<file path="src/rtl/smul_acc.sv">
// Pipelined signed multiply-accumulate with first/last framing.
// One rounded, shifted and saturated sum is strobed out per framed group of terms.
module smul_acc #(
  parameter int A_WIDTH   = 18,
  parameter int B_WIDTH   = 18,
  parameter int IN_STAGES = 2,
  parameter int GUARD     = 8,
  parameter int SHIFT     = 0,
  parameter int OUT_WIDTH = 44
) (
  input  logic                        clk,
  input  logic                        reset,
  input  logic                        in_valid,
  input  logic                        in_first,
  input  logic                        in_last,
  input  logic signed [A_WIDTH-1:0]   a,
  input  logic signed [B_WIDTH-1:0]   b,
  output logic                        out_valid,
  output logic signed [OUT_WIDTH-1:0] out,
  output logic                        out_sat
);
  // Handshake: no backpressure. A term is taken on every rising edge with
  // in_valid=1; in_first/in_last only mean something while in_valid=1.
  // out_valid is a single-cycle strobe, and out/out_sat hold between strobes.

  localparam int PW    = A_WIDTH + B_WIDTH;
  localparam int ACC_W = PW + GUARD;
  localparam int QW    = ACC_W + 1;
  localparam int CW    = ((QW > OUT_WIDTH) ? QW : OUT_WIDTH) + 1;

  localparam logic [QW-1:0]        RND_ONE = {{(QW-1){1'b0}}, 1'b1};
  localparam logic signed [QW-1:0] RND     = (RND_ONE << SHIFT) >> 1;
  localparam logic [CW-1:0]        CW_ONE  = {{(CW-1){1'b0}}, 1'b1};
  localparam logic signed [CW-1:0] SAT_MAX = (CW_ONE << (OUT_WIDTH - 1)) - CW_ONE;
  localparam logic signed [CW-1:0] SAT_MIN = ~SAT_MAX;

  // Input register chain (operands unreset, control bits reset)
  logic signed [A_WIDTH-1:0] a_sr [IN_STAGES];
  logic signed [B_WIDTH-1:0] b_sr [IN_STAGES];
  logic [IN_STAGES-1:0]      v_sr, f_sr, l_sr;

  always_ff @(posedge clk) begin
    a_sr[0] <= a;
    b_sr[0] <= b;
    for (int i = 1; i < IN_STAGES; i++) begin
      a_sr[i] <= a_sr[i-1];
      b_sr[i] <= b_sr[i-1];
    end
  end

  always_ff @(posedge clk or negedge reset) begin
    if (!reset) begin
      v_sr <= '0;
      f_sr <= '0;
      l_sr <= '0;
    end else begin
      v_sr[0] <= in_valid;
      f_sr[0] <= in_valid & in_first;
      l_sr[0] <= in_valid & in_last;
      for (int i = 1; i < IN_STAGES; i++) begin
        v_sr[i] <= v_sr[i-1];
        f_sr[i] <= f_sr[i-1];
        l_sr[i] <= l_sr[i-1];
      end
    end
  end

  // Product stage
  logic signed [PW-1:0] a_ext, b_ext, p_q;
  logic                 p_v, p_f, p_l;

  always_comb begin
    a_ext = PW'(a_sr[IN_STAGES-1]);
    b_ext = PW'(b_sr[IN_STAGES-1]);
  end

  always_ff @(posedge clk) p_q <= a_ext * b_ext;

  always_ff @(posedge clk or negedge reset) begin
    if (!reset) begin
      p_v <= 1'b0;
      p_f <= 1'b0;
      p_l <= 1'b0;
    end else begin
      p_v <= v_sr[IN_STAGES-1];
      p_f <= f_sr[IN_STAGES-1];
      p_l <= l_sr[IN_STAGES-1];
    end
  end

  // Accumulate stage; ovf is sticky within a sum and cleared by a first term
  logic signed [ACC_W-1:0] acc, acc_base, p_ext, acc_sum;
  logic                    acc_ovf, ovf_base, add_ovf, acc_l;

  always_comb begin
    p_ext    = ACC_W'(p_q);
    acc_base = p_f ? '0 : acc;
    ovf_base = p_f ? 1'b0 : acc_ovf;
    acc_sum  = acc_base + p_ext;
    add_ovf  = (acc_base[ACC_W-1] == p_ext[ACC_W-1]) &&
               (acc_sum[ACC_W-1] != p_ext[ACC_W-1]);
  end

  always_ff @(posedge clk or negedge reset) begin
    if (!reset) begin
      acc     <= '0;
      acc_ovf <= 1'b0;
      acc_l   <= 1'b0;
    end else begin
      acc_l <= p_v & p_l;
      if (p_v) begin
        acc     <= acc_sum;
        acc_ovf <= ovf_base | add_ovf;
      end
    end
  end

  // Rounding stage: one extra bit so the half-LSB add never wraps
  logic signed [QW-1:0] r_q;
  logic                 r_v, r_ovf;

  always_ff @(posedge clk or negedge reset) begin
    if (!reset) begin
      r_q   <= '0;
      r_v   <= 1'b0;
      r_ovf <= 1'b0;
    end else begin
      r_v <= acc_l;
      if (acc_l) begin
        r_q   <= QW'(acc) + RND;
        r_ovf <= acc_ovf;
      end
    end
  end

  // Shift and saturate
  logic signed [CW-1:0] q_ext, sat_q;
  logic                 sat_hit;

  always_comb begin
    q_ext   = CW'(r_q >>> SHIFT);
    sat_q   = q_ext;
    sat_hit = 1'b0;
    if (q_ext > SAT_MAX) begin
      sat_q   = SAT_MAX;
      sat_hit = 1'b1;
    end else if (q_ext < SAT_MIN) begin
      sat_q   = SAT_MIN;
      sat_hit = 1'b1;
    end
  end

  always_ff @(posedge clk or negedge reset) begin
    if (!reset) begin
      out_valid <= 1'b0;
      out       <= '0;
      out_sat   <= 1'b0;
    end else begin
      out_valid <= r_v;
      if (r_v) begin
        out     <= OUT_WIDTH'(sat_q);
        out_sat <= sat_hit | r_ovf;
      end
    end
  end

endmodule

</file>
<file path="config.mk">
export PLATFORM = sky130hd
export DESIGN_NAME = smul_acc
export DESIGN_NICKNAME = d
export VERILOG_FILES = /design/src/rtl/smul_acc.sv
export SDC_FILE = /design/constraint.sdc
export NUM_CORES = 1
export LEC_CHECK = 0
export CORE_ASPECT_RATIO = 0.7
export CORE_UTILIZATION = 50
export CTS_CLUSTER_SIZE = 40
export DETAILED_ROUTE_END_ITERATION = 8
export PLACE_DENSITY = 0.68
export SKIP_CTS_REPAIR_TIMING = 1
export SLEW_MARGIN = 20
export SYNTH_ARGS = -nofsm -noshare
export SYNTH_HDL_FRONTEND = slang
export SYNTH_SLANG_ARGS = --single-unit
</file>
<file path="constraint.sdc">
create_clock -name clk -period 11.6 [get_ports clk]
set_input_delay 2.32 -clock clk [delete_from_list [all_inputs] [get_ports clk]]
set_output_delay 2.32 -clock clk [all_outputs]
set_load 0.01 [all_outputs]
</file>
# After elaboration in Yosys (flattened, before gate mapping)
# Memory sizes are Yosys's and may differ from the RTL's.
# Index checks and enable logic that the tools add are counted.
[totals] register_bits=183 ram_bits=72 inputBits=41 word_cells=36 n_memories=2
[op_classes] n_addsub=1 mul=1 order_cmp=2 eq_ne=2 n_mux=6 bitwise_logic=5 reduce_logical=1
[memory_table] memory="a_sr" words=2 word_bits=18 rd=2 rd_ports_with_merged_regs=0 write_ports=2 line_no="38" source="logic signed [A_WIDTH-1:0] a_sr [IN_STAGES];"
[memory_table] memory="b_sr" words=2 word_bits=18 rd=2 rd_ports_with_merged_regs=0 write_ports=2 line_no="39" source="logic signed [B_WIDTH-1:0] b_sr [IN_STAGES];"
[op_table] op="two-way mux 44 bit" n=3
[op_table] op="adder 44 x 36 -> 44 bit" n=1
[op_table] op="> comparator 44 bit, second input constant" n=1
[op_table] op="< comparator 44 bit, second input constant" n=1
[op_table] op="multiplier 18 x 18 -> 36 bit" n=1
[op_table] op="AND 1 bit" n=3
[op_table] op="two-way mux 1 bit" n=3
[op_table] op="bitwise OR 1 bit" n=2
[op_table] op="== test 1 bit" n=1
[op_table] op="logical AND 1 bit" n=1
[op_table] op="inequality test 1 bit" n=1

# Logic depth before layout (Yosys ltp)
# Gate-level depths: netlist of the first run.
[depth] word_depth=5 mapped_depth=26

# Worst setup path before layout of the first run
# OpenSTA, ideal clock, no wires.
[synth_path] path_type="flip-flop to flip-flop" startpoint="mem b_sr[1][9], in the netlist b_sr[0][27]" endpoint="reg p_q[32]" arrival_time_ps=6009 setup_slack_ps=5472 path_stages_with_launch=26 path_buffers=2 synth_period_minus_slack_ps=6128 path_cell_list="dfxtp_1 -> clkbuf_1 -> clkbuf_1 -> nand2_1 -> fa_1 -> inv_1 -> fa_1 -> inv_1 -> fa_1 -> inv_1 -> fa_1 -> fa_1 -> inv_1 -> fa_1 -> inv_1 -> ha_1 -> o21a_1 -> o21bai_1 -> or3_1 -> o22a_1 -> a311oi_1 -> o31ai_2 -> a21oi_1 -> a21o_1 -> a21oi_1 -> xnor2_1"
[synth_rtl] item="start: declaration" line_no="39"
[synth_rtl] item="end signal: assignment" line_no="77" source="always_ff @(posedge clk) p_q <= a_ext * b_ext;"
[synth_rtl] item="end: declaration" line_no="69" source="logic signed [PW-1:0] a_ext, b_ext, p_q;"

==> metrics.yaml, run 1 <==
status: "complete, no violations"
setup_tns_ps: 0
cp.arrival_ps: 7420
drive_gt1_share_pct: 8.578
filler_cell_count: 3855
worst_clock_skew_ps: 23.53
min_path_cells: 0
clk_latency_ps: 570
start_kind: "flop"
antenna_cells: 0
use_met2_pct: 36.84
start_util_pct: 50.79
met1_usage_pct: 29.55
synthFlopType: "dfrtp_1"
post-dp-hpwl_um: 35800
holdCritStartpoint: "a_sr[0][17]"
path_depth: 21
fin_ws_ps: 4670
place.gp.congestion: 0.8843
drc: 0
port_buffers: 86
tightest_slew_ps: 1068
regToRegStartpoint: "b_sr[0][21]"
placementRows: 64
slowest_delay_ps: 770
yosys_register_bits: 255
worstSetupPathType: "reg -> reg"
routed_via_density: 5.185
syn-cell-area_um2: 22210
drt-wirelength-per-cell_um: 15.99
crit_buf_inv: 3
synth_nets: 2654
worstPathRequired_ps: 12090
drtIter0Drc: 834
nets: 2701
numCtsBuffers: 27
finalSetupViolations: 0
slew_violations: 0
period_share_pct: 59.74
cts_buffer_depth: 3
wl_um: 44910
startpoint: "b_sr[0][21]"
min_path_type: "reg -> reg"
die_w_um: 253.9
syn_inst: 2147
drtPass1Iterations: 5
ctsHtreeMaxLevel: 1
ys_async_sr_fraction_pct: 57.65
ant_nets: 0
max_slew_margin_pct: 28.82
finalHoldViolCount: 0
yosysMostFrequentCell: "inv_1"
dieArea_um2: 45280
grt_pass1_vias: 16040
cts_tree: "done"
cts-root-buf: "clkbuf_16"
synth_top_area_share_pct: 29.75
vias: 14560
core-area_um2: 43720
crit_family: "adder cells"
syn2layout_area_growth_pct: 10.10
cts_sinks: 255
synth_area_leaders: "fa_1 30%, dfrtp_1 17%, dfxtp_1 9.7%"
cp-end-kind: "flop"
antenna_found_initial: 0
synth-edff-count: 0
yosys_warnings: 0
grt_pass1_wl_um: 78830
die_h_um: 178.3
place_ws_ps: 4760
rsz0062_at_grt: "no"
synthTopCellsByCount: "410 x inv_1, 330 x fa_1, 179 x nand2_1"
overflow: 0
cpMaxStageDelayCell: "dfxtp_1"
fin_crit_ps: 6930
grt_busiest_layer: "met2"
crit_chain: "nand2_1, fa_1, fa_1, fa_1, fa_1, inv_1, fa_1, inv_1, fa_1, inv_1, ha_1, a21oi_1, o21ai_0, a211oi_1, nor2_1, nor2_1, nor2_1, o41ai_1, o21ai_0, a21oi_1, xnor2_1"
ioPinCount: 87
cp_common_cell: "fa_1"
synth_top_area_cell: "fa_1"
met3_usage_pct: 2.714
grt_use_total_pct: 21.79
grt_max_degree: 93
drv_cap: 0
syn_avg_cell_area_um2: 10.34
fmax_ghz: 0.1443
yosysUniqueCellTypes: 69
r2r_cells: 21
synth_seq_area_share_pct: 26.30
cp_max_fo: 18
clkSlewWorstSetupHoldPaths_ps: 60
==> layout make-up <==
class	count	area (µm²)	share of cell area, %
Clock inverter	15	141.4	0.5782
Tap cell	594	743.2	3.040
Sequential cell	255	5844	23.90
Timing Repair Buffer	91	899.6	3.679
Multi-Input combinational cell	1409	14550	59.50
Clock buffer	35	735.7	3.009
Inverter	410	1539	6.294
==> final timing paths <==
check / end / slack (ps)
max reg2reg: p_q[26] / 4670
max in group asynchronous: p_v / 8490
min reg2reg: a_sr[0][35] / 330
min in group asynchronous: out[4] / 1820
min: a_sr[0][35] / 330
max: p_q[26] / 4670
==> placed cells by master, fill, tap and decap left out, types with 6 or more instances in the layout <==
| cell type | instances |
|---|---|
| xor2_1 | 19 |
| nand2_1 | 179 |
| inv_1 | 410 |
| a211oi_1 | 14 |
| nand3_1 | 12 |
| xnor2_1 | 51 |
| nand2b_1 | 11 |
| nor2b_1 | 51 |
| and2_1 | 175 |
| nor3_1 | 9 |
| dfxtp_1 | 108 |
| nor2_1 | 58 |
| a21oi_1 | 61 |
| o21a_1 | 12 |
| and3_1 | 6 |
| o21ai_0 | 32 |
| o21bai_1 | 14 |
| nand4_1 | 6 |
| clkinv_2 | 8 |
| dfrtp_1 | 144 |
| ha_1 | 136 |
| a21o_1 | 31 |
| a31oi_1 | 9 |
| clkdlybuf4s50_1 | 85 |
| mux2_2 | 122 |
| fa_1 | 330 |
| clkbuf_16 | 27 |
==> flip-flops by register name, indices dropped and copies added (netlist names), 2 cells and up <==
name,flops
a_sr,36
f_sr,2
l_sr,2
b_sr,36
acc,44
p_q,36
out,44
r_q,44
v_sr,2
==> worst register-to-register path: cells and delay by family, from the launching register on <==
| family | cells | cell delay, ps |
|---|---|---|
| fa+ha+maj | 7 | 3430 |
| compound gates | 6 | 1820 |
| flops | 1 | 770 |
| simple gates | 4 | 580 |
| buf+inv | 3 | 150 |
| xor+xnor | 1 | 130 |
==> per-stage QoR <==
step / instance area (µm²) / util, % / std cells / hold slack, ps
6_report: 24450 / 55.92 / 2809 / 325.3
5_1_grt: 24450 / 55.92 / 2809 / 331.6
4_1_cts: 24450 / 55.92 / 2809 / 326.1
3_5_place_dp: 23570 / 53.92 / 2759 / 312.1
3_3_place_gp: 23570 / 53.92 / 2759 / 310.1
2_1_floorplan: 22210 / - / 2147 / 309.6
==> kinds of logic after synthesis <==
family / after synthesis / synth area share [%]
flip-flops: 255 / 26.30
AO/OA/AOI/OAI: 225 / 7.009
AND/OR/NAND/NOR: 524 / 12.05
adder cells (fa/ha/maj): 466 / 37.41
XOR/XNOR: 70 / 2.761
buffers and inverters: 483 / 8.192
multiplexers: 124 / 6.276
==> metal layers <==
| metal | routed length [µm] | vias up | part of all wire, % |
|---|---|---|---|
| li1 | - | 6785 | - |
| met1 | 20450 | 7408 | 46 |
| met2 | 21540 | 291 | 48 |
| met3 | 1643 | 80 | 3.7 |
| met4 | 1272 | 0 | 2.8 |
| met5 | 0 | - | 0 |
Power of run 1 is left out: the tool's default activity adds up to more than one toggle a clock period on the data nets, which glitch-free logic cannot reach.
==> run 2: changes to the inputs <==
- clock period: 11.6 -> 6.7 ns (I/O delays scaled with it)
==> run 2 against run 1 <==
First-iteration DRC count shrank 1.1%. Via count grew 0.71%. Critical path depth grew 1. Sequential cell count is the same. Wire length grew 2.3%. Non-clock buffer count grew 48. Sequential share of layout area shrank 0.29 points. Hold slack lost 5.8 ps. Register-to-register slack lost 4400 ps. Die area is the same. Cell count grew 1.7%. Global-route usage grew 0.091 points.
==> metrics.yaml, run 2 (synthesis results as in run 1) <==
antenna_found_initial: 0
r2r_slack_ps: 260
syn2layout_area_growth_pct: 11.97
nets: 2749
antenna_cells: 0
cp.arrival_ps: 6880
cts-root-buf: "clkbuf_16"
dpl.cell_count: 2806
vias: 14670
dieArea_um2: 45280
setup_tns_ps: 0
wl_um: 45940
drc: 0
placementRows: 64
clk_latency_ps: 560
die_h_um: 178.3
worstSetupPathType: "reg -> reg"
layout_common_cells: "410 x inv_1, 330 x fa_1, 179 x nand2_1"
routed_via_density: 5.136
post-dp-hpwl_um: 37230
fin_cells: 2856
fmax_ghz: 0.1554
port_buffers: 86
cts_tree: "done"
drive_gt1_share_pct: 11.36
grt_max_degree: 93
ant_nets: 0
core-area_um2: 43720
reg.largest.list: "acc (44), out (44), r_q (44)"
ctsHtreeMaxLevel: 1
overflow: 0
clkSlewWorstSetupHoldPaths_ps: 60
cts_sinks: 255
tightest_slew_ps: 1036
drtPass1Iterations: 5
finalHoldViolCount: 0
drtIter0Drc: 825
worst_clock_skew_ps: 25.76
grt_use_total_pct: 21.88
multi_input_area_um2: 14570
layout_commonest_cell: "inv_1"
status: "complete, no violations"
max_slew_margin_pct: 30.95
grt_pass1_vias: 15880
whs_ps: 319.5
fin_crit_ps: 6436
seq_area_um2: 5872
die_w_um: 253.9
drt-wirelength-per-cell_um: 16.08
drv_cap: 0
place.gp.congestion: 0.9018
numCtsBuffers: 27
start_kind: "flop"
period_share_pct: 96.07
grt_pass1_wl_um: 78560
filler_cell_count: 3794
finalSetupViolations: 0
rsz0062_at_grt: "no"
min_path_type: "reg -> reg"
cp-end-kind: "flop"
start_util_pct: 50.79
cp_max_fo: 10
worstPathRequired_ps: 7150
ioPinCount: 87
slew_violations: 0
cts_buffer_depth: 3
-- run 2: changes by cell type in the layout (fill, tap and decap cells not counted), sizes merged --
cell / previous run / this run
clkbuf: 35 / 39
buf: 6 / 54
clkinv: 8 / 3
-- run 2: path summary, 6_finish.rpt --
kind | cells after the start | from | end
worst max-delay path | 22 | a_sr[0][31] | p_q[35]
worst min-delay path | 0 | b_sr[0][1] | b_sr[0][19]
worst max register to register | 22 | a_sr[0][31] | p_q[35]
worst min register to register | 0 | b_sr[0][1] | b_sr[0][19]
max in group asynchronous | 2 | reset | p_v
min in group asynchronous | 1 | reset | out[3]
-- run 2: metal layers --
metal	global-route usage [%]	routed length [µm]	up-vias
met5	0	0	-
met4	4.744	974	0
met3	3.064	2301	72
met2	36.44	21480	328
met1	30.47	21180	7386
li1	-	-	6881
-- run 2: stage by stage --
step,instance area (µm²),worst slack [ps],utilization [%]
detailed placement,23930,126.8,54.72
global route,24870,0.03197,56.87
floorplan,22210,572.1,-
global placement,23930,127.3,54.72
CTS,24800,94.03,56.72
finish,24870,263.5,56.87
-- run 2: cell type report --
cell class	instances	share of cell area (%)
inverter	410	6.189
sequential	255	23.61
tap	594	2.989
timing repair buffer	139	5.117
multi-input combinational	1409	58.58
clock inverter	10	0.4881
clock buffer	39	3.019
-- run 2: critical path, cell delays in order (launching register included) --
cell and delay, ps:
dfxtp_1 600, buf_4 270, nand2_1 90, fa_1 540, inv_1 60, fa_1 480, fa_1 620, fa_1 460
fa_1 490, inv_1 50, fa_1 470, inv_1 40, ha_1 350, and3_1 230, nand4_1 140, a211oi_1 320
nor3_1 130, buf_4 170, a21oi_1 190, a31oi_2 150, o21ai_0 230, a21oi_1 110, xnor2_1 120
Power of run 2 is left out for the same reason.
==> run 3: changes to the inputs <==
- ABC_CLOCK_PERIOD_IN_PS: unset -> 6700
- PLACE_DENSITY: 0.68 -> 0.7
==> run 3 against run 2 <==
Hold slack lost 4.4 ps. Fmax grew 1.1%. Wire length shrank 0.26%. Critical path depth grew 1.
==> metrics.yaml, run 3 (synthesis results as in run 1) <==
status: "complete, no violations"
syn2layout_area_growth_pct: 11.84
layout_common_cells: "410 x inv_1, 330 x fa_1, 179 x nand2_1"
numCtsBuffers: 26
tightest_slew_ps: 1061
routed_via_density: 5.175
clkSlewWorstSetupHoldPaths_ps: 60
slew_violations: 0
overflow: 0
dieArea_um2: 45280
ant_nets: 0
post-dp-hpwl_um: 37240
layout_commonest_cell: "inv_1"
drive_gt1_share_pct: 11.33
placementRows: 64
die_w_um: 253.9
max_slew_margin_pct: 29.28
cp_max_fo: 7
drt-wirelength-per-cell_um: 16.06
grt_pass1_vias: 16110
antenna_found_initial: 0
start_util_pct: 50.79
worstPathRequired_ps: 7130
grt_max_degree: 91
drtPass1Iterations: 5
core-area_um2: 43720
rsz0062_at_grt: "no"
finalSetupViolations: 0
fmax_ghz: 0.1571
nets: 2746
start_kind: "flop"
cts-root-buf: "clkbuf_16"
cts_sinks: 255
die_h_um: 178.3
cp-end-kind: "flop"
ioPinCount: 87
finalHoldViolCount: 0
whs_ps: 315.1
cts_buffer_depth: 3
port_buffers: 86
antenna_cells: 0
cp.arrival_ps: 6800
worstSetupPathType: "reg -> reg"
grt_use_total_pct: 22.00
vias: 14760
clk_latency_ps: 560
ctsHtreeMaxLevel: 1
drc: 0
worst_clock_skew_ps: 13.11
reg.largest.list: "acc (44), out (44), r_q (44)"
drtIter0Drc: 801
fin_crit_ps: 6365
grt_pass1_wl_um: 79340
drv_cap: 0
wl_um: 45820
period_share_pct: 94.99
cts_tree: "done"
place.gp.congestion: 0.8988
setup_tns_ps: 0
min_path_type: "reg -> reg"
==> run 3: cell count changes in the layout (fill, tap and decap cells not counted), sizes merged <==
cell      previous run  this run
clkbuf              39        32
inv                413       412
clkinv               3         9
clkinvlp             2         3
buf                 54        52
==> run 3: worst paths after layout <==
check / start / slack, ps / depth (start not counted) / end
min in group asynchronous: reset / 860 / 1 / out[4]
worst max-delay path: a_sr[0][35] / 340 / 23 / p_q[35]
max in group asynchronous: reset / 4530 / 2 / r_v
worst max register to register: a_sr[0][35] / 340 / 23 / p_q[35]
worst min register to register: b_sr[0][5] / 320 / 0 / b_sr[0][23]
worst min-delay path: b_sr[0][5] / 320 / 0 / b_sr[0][23]
==> run 3: metrics by stage <==
step | instances | util (%) | setup WS, ps | instance area (µm²)
finish | 2853 | 56.81 | 335.5 | 24840
global route | 2853 | 56.81 | 0.1341 | 24840
CTS | 2852 | 56.67 | -92.28 | 24780
detailed placement | 2804 | 54.69 | -23.12 | 23910
global placement | 2804 | 54.69 | 61.39 | 23910
floorplan | 2147 | - | 572.1 | 22210
==> run 3: per-layer routing <==
metal / track usage (%) / share of wire, % / vias to the layer above
li1: - / - / 6869
met1: 30.11 / 45 / 7497
met2: 36.94 / 48 / 327
met3: 3.531 / 5.5 / 71
met4: 4.744 / 1.9 / 0
met5: 0 / 0 / -
==> run 3: layout make-up <==
type                       instances  area, µm²
fill                            3770      18890
multi-input combinational       1409      14560
sequential                       255       5868
clock buffer                      32      714.4
clock inverter                    16      152.6
inverter                         410       1539
tap                              594      743.2
timing repair buffer             137       1257
==> run 3: critical path: stages, from the launching register on <==
cell and delay, ps:
dfxtp_1 530, nand2_1 210, fa_1 660, inv_1 140, fa_1 500, inv_1 50, fa_1 500, inv_1 50
fa_1 500, fa_1 490, inv_1 50, fa_1 480, inv_1 50, ha_1 360, and3_1 230, nand4_1 150
a211oi_2 290, nor3_1 80, buf_4 150, a21oi_1 160, a31oi_1 170, o21ai_0 220, a21oi_1 110, xnor2_1 120
Power of run 3 is left out for the same reason.
==> edit, RTL diff (settings of run 3) <==
Remove the register `out_valid`: a continuous assignment takes its place, so the output `out_valid` follows one clock earlier. Comments in the files are not updated.
--- a/src/rtl/smul_acc.sv
+++ b/src/rtl/smul_acc.sv
@@ -153,9 +153,7 @@
   always_ff @(posedge clk or negedge reset) begin
     if (!reset) begin
-      out_valid <= 1'b0;
       out       <= '0;
       out_sat   <= 1'b0;
     end else begin
-      out_valid <= r_v;
       if (r_v) begin
         out     <= OUT_WIDTH'(sat_q);
@@ -165,4 +163,6 @@
   end
 
+  assign out_valid = r_v;
+
 endmodule
 
Behaviour: not the same (a bounded check fails within 10 cycles, from zero or initial values and one cycle with reset low).
==> edit against run 3 <==
  * Global-route usage decreased by 0.076 points
  * Utilization increased by 0.072 points
  * Cell area increased by 0.13%
  * Area after synthesis about the same
  * Critical path type unchanged
  * Sequential cell count decreased by 1
  * Cell count increased by 0.14%
  * Sequential share of layout area decreased by 0.11 points
  * Largest cell class unchanged
  * Worst setup slack got worse by 0.0060 ns
  * Wire length about the same
  * Highest routed layer unchanged
Power is not shown: default switching activity piles up to over one toggle a cycle in this logic, so the estimate is an artifact.
==> edit: results (changes against run 3) <==
Async SR Flop Fraction 57.48% (was 57.65%); Pre-antenna DRT Iters 6 (was 5); H-tree Lvls 1 (unchanged); global-route wire length before repair 79.45 mm (was 79.34 mm); Fillers 3762 (was 3770); clock skew 0.02878 ns (was 0.01311 ns); Area after DPL 23890 um2 (was 23910 um2); vias in the first global route 16027 (was 16113); worst hold path type reg -> reg (unchanged); Largest regs acc: 44 flops, out: 44 flops, r_q: 44 flops (unchanged); PortBufs 86 (unchanged); area leader, netlist fa_1 (unchanged); layout cells sized above 1 11.36% (was 11.33%); Root Buffer Master clkbuf_16 (unchanged); Longest Clk Path Bufs 3 (unchanged); Main synth FF type dfrtp_1 (unchanged); status finished, final reports clean (unchanged); DP HPWL 37.11 mm (was 37.24 mm); Worst-path clk slew 0.08 ns (was 0.06 ns); Worst Max-Slew Pin Slew 0.9147 ns (was 1.061 ns); register area share after synthesis 26.17% (was 26.30%); Final Setup Violations 0 (unchanged); DR vias 14788 (was 14764); Netlist cell types 68 (was 69); commonest cells in the netlist 405 x inv_1, 330 x fa_1, 179 x nand2_1, 176 x and2_1, 146 x dfrtp_1 (was 410 x inv_1, 330 x fa_1, 179 x nand2_1, 175 x and2_1, 147 x dfrtp_1); gr usage total 21.93% (was 22.00%); Clk Latency, worst-skew pair 0.56 ns (about the same); total CTS buffers 26 (unchanged); routability cong. 0.8988 (unchanged); Area contributors post-synth fa_1 30%, dfrtp_1 16%, dfxtp_1 9.7% (was fa_1 30%, dfrtp_1 17%, dfxtp_1 9.7%); initial antenna violation count 0 (unchanged); largest fanout on the critical path 10 (was 7); Routed WL 45.79 mm (was 45.82 mm); largest net degree at the start of global routing 99 (was 91); net count after synthesis 2659 (was 2654); Synth Warn # 0 (unchanged); initial DRC count 992 (was 801); Nets 2750 (was 2746); diode count 0 (unchanged)
edit: cell count changes in the layout (fill, tap and decap cells not counted), sizes merged, moves of 5 or more:
cell    change
o21ai       +6
nand2b      +5
nand3b      +6
nor3        +7
nor2       -10
nand3       +5
edit: logic make-up (layout without fill, tap and decap cells):
| family | Yosys count | after routing | share of synthesized area, % |
|---|---|---|---|
| flops | 254 | 254 | 26.17 |
| buf+inv | 475 | 586 | 8.163 |
| fa+ha+maj | 466 | 466 | 37.38 |
| simple gates | 537 | 537 | 12.51 |
| mux | 121 | 121 | 6.125 |
| xor+xnor | 69 | 69 | 2.719 |
| compound gates | 230 | 230 | 6.931 |
edit: layout make-up:
cell class / instances / area share (%)
Inverter: 405 / 6.113
Sequential cell: 254 / 23.52
Clock inverter: 16 / 0.7447
Multi-Input combinational cell: 1423 / 58.79
Tap cell: 594 / 2.989
Timing Repair Buffer: 133 / 4.886
Clock buffer: 32 / 2.958
edit: critical path: stages, from the launching register on:
cell and delay [ns]:
dfxtp_1 0.60, buf_4 0.27, nand2_1 0.09, fa_1 0.55, inv_1 0.06, fa_1 0.54
fa_1 0.46, fa_1 0.48, fa_1 0.49, inv_1 0.05, fa_1 0.47, inv_1 0.04
ha_1 0.38, and3_1 0.21, nand3_1 0.12, a2111oi_1 0.41, nor3_2 0.14, a31oi_1 0.24
buf_4 0.20, a221oi_1 0.08, o21bai_1 0.16, a21oi_1 0.09, xnor2_1 0.12
edit: final timing paths:
kind                       slack [ns]  depth (start not counted)           to         from
hold / removal                   0.32                          0  b_sr[0][31]  b_sr[0][13]
setup / recovery                 0.33                         22      p_q[35]  b_sr[0][30]
hold reg to reg                  0.32                          0  b_sr[0][31]  b_sr[0][13]
max in group asynchronous        4.60                          2        acc_l        reset
setup reg to reg                 0.33                         22      p_q[35]  b_sr[0][30]
min in group asynchronous        0.91                          1       out[4]        reset
edit: layer usage:
metal  GRT usage, %  part of all wire, %  wire (um)  vias to the layer above
li1               -                    -          -                     6890
met1          30.76                   46      20890                     7510
met2          36.91                   48      21840                      336
met3          2.860                  5.2       2395                       52
met4          3.690                  1.5        665                        0
met5              0                    0          0                        -
edit: through the flow:
| step | cells | utilization [%] | setup WS [ns] | hold WS (ns) |
|---|---|---|---|---|
| after floorplan | 2152 | - | 0.4894 | 0.3096 |
| after CTS | 2857 | 56.75 | 0.04645 | 0.3178 |
| after detailed placement | 2809 | 54.64 | 0.08309 | 0.3121 |
| after global routing | 2857 | 56.88 | 0.01652 | 0.3282 |
| final | 2857 | 56.88 | 0.3295 | 0.3175 |
| after global placement | 2809 | 54.64 | 0.2186 | 0.3116 |
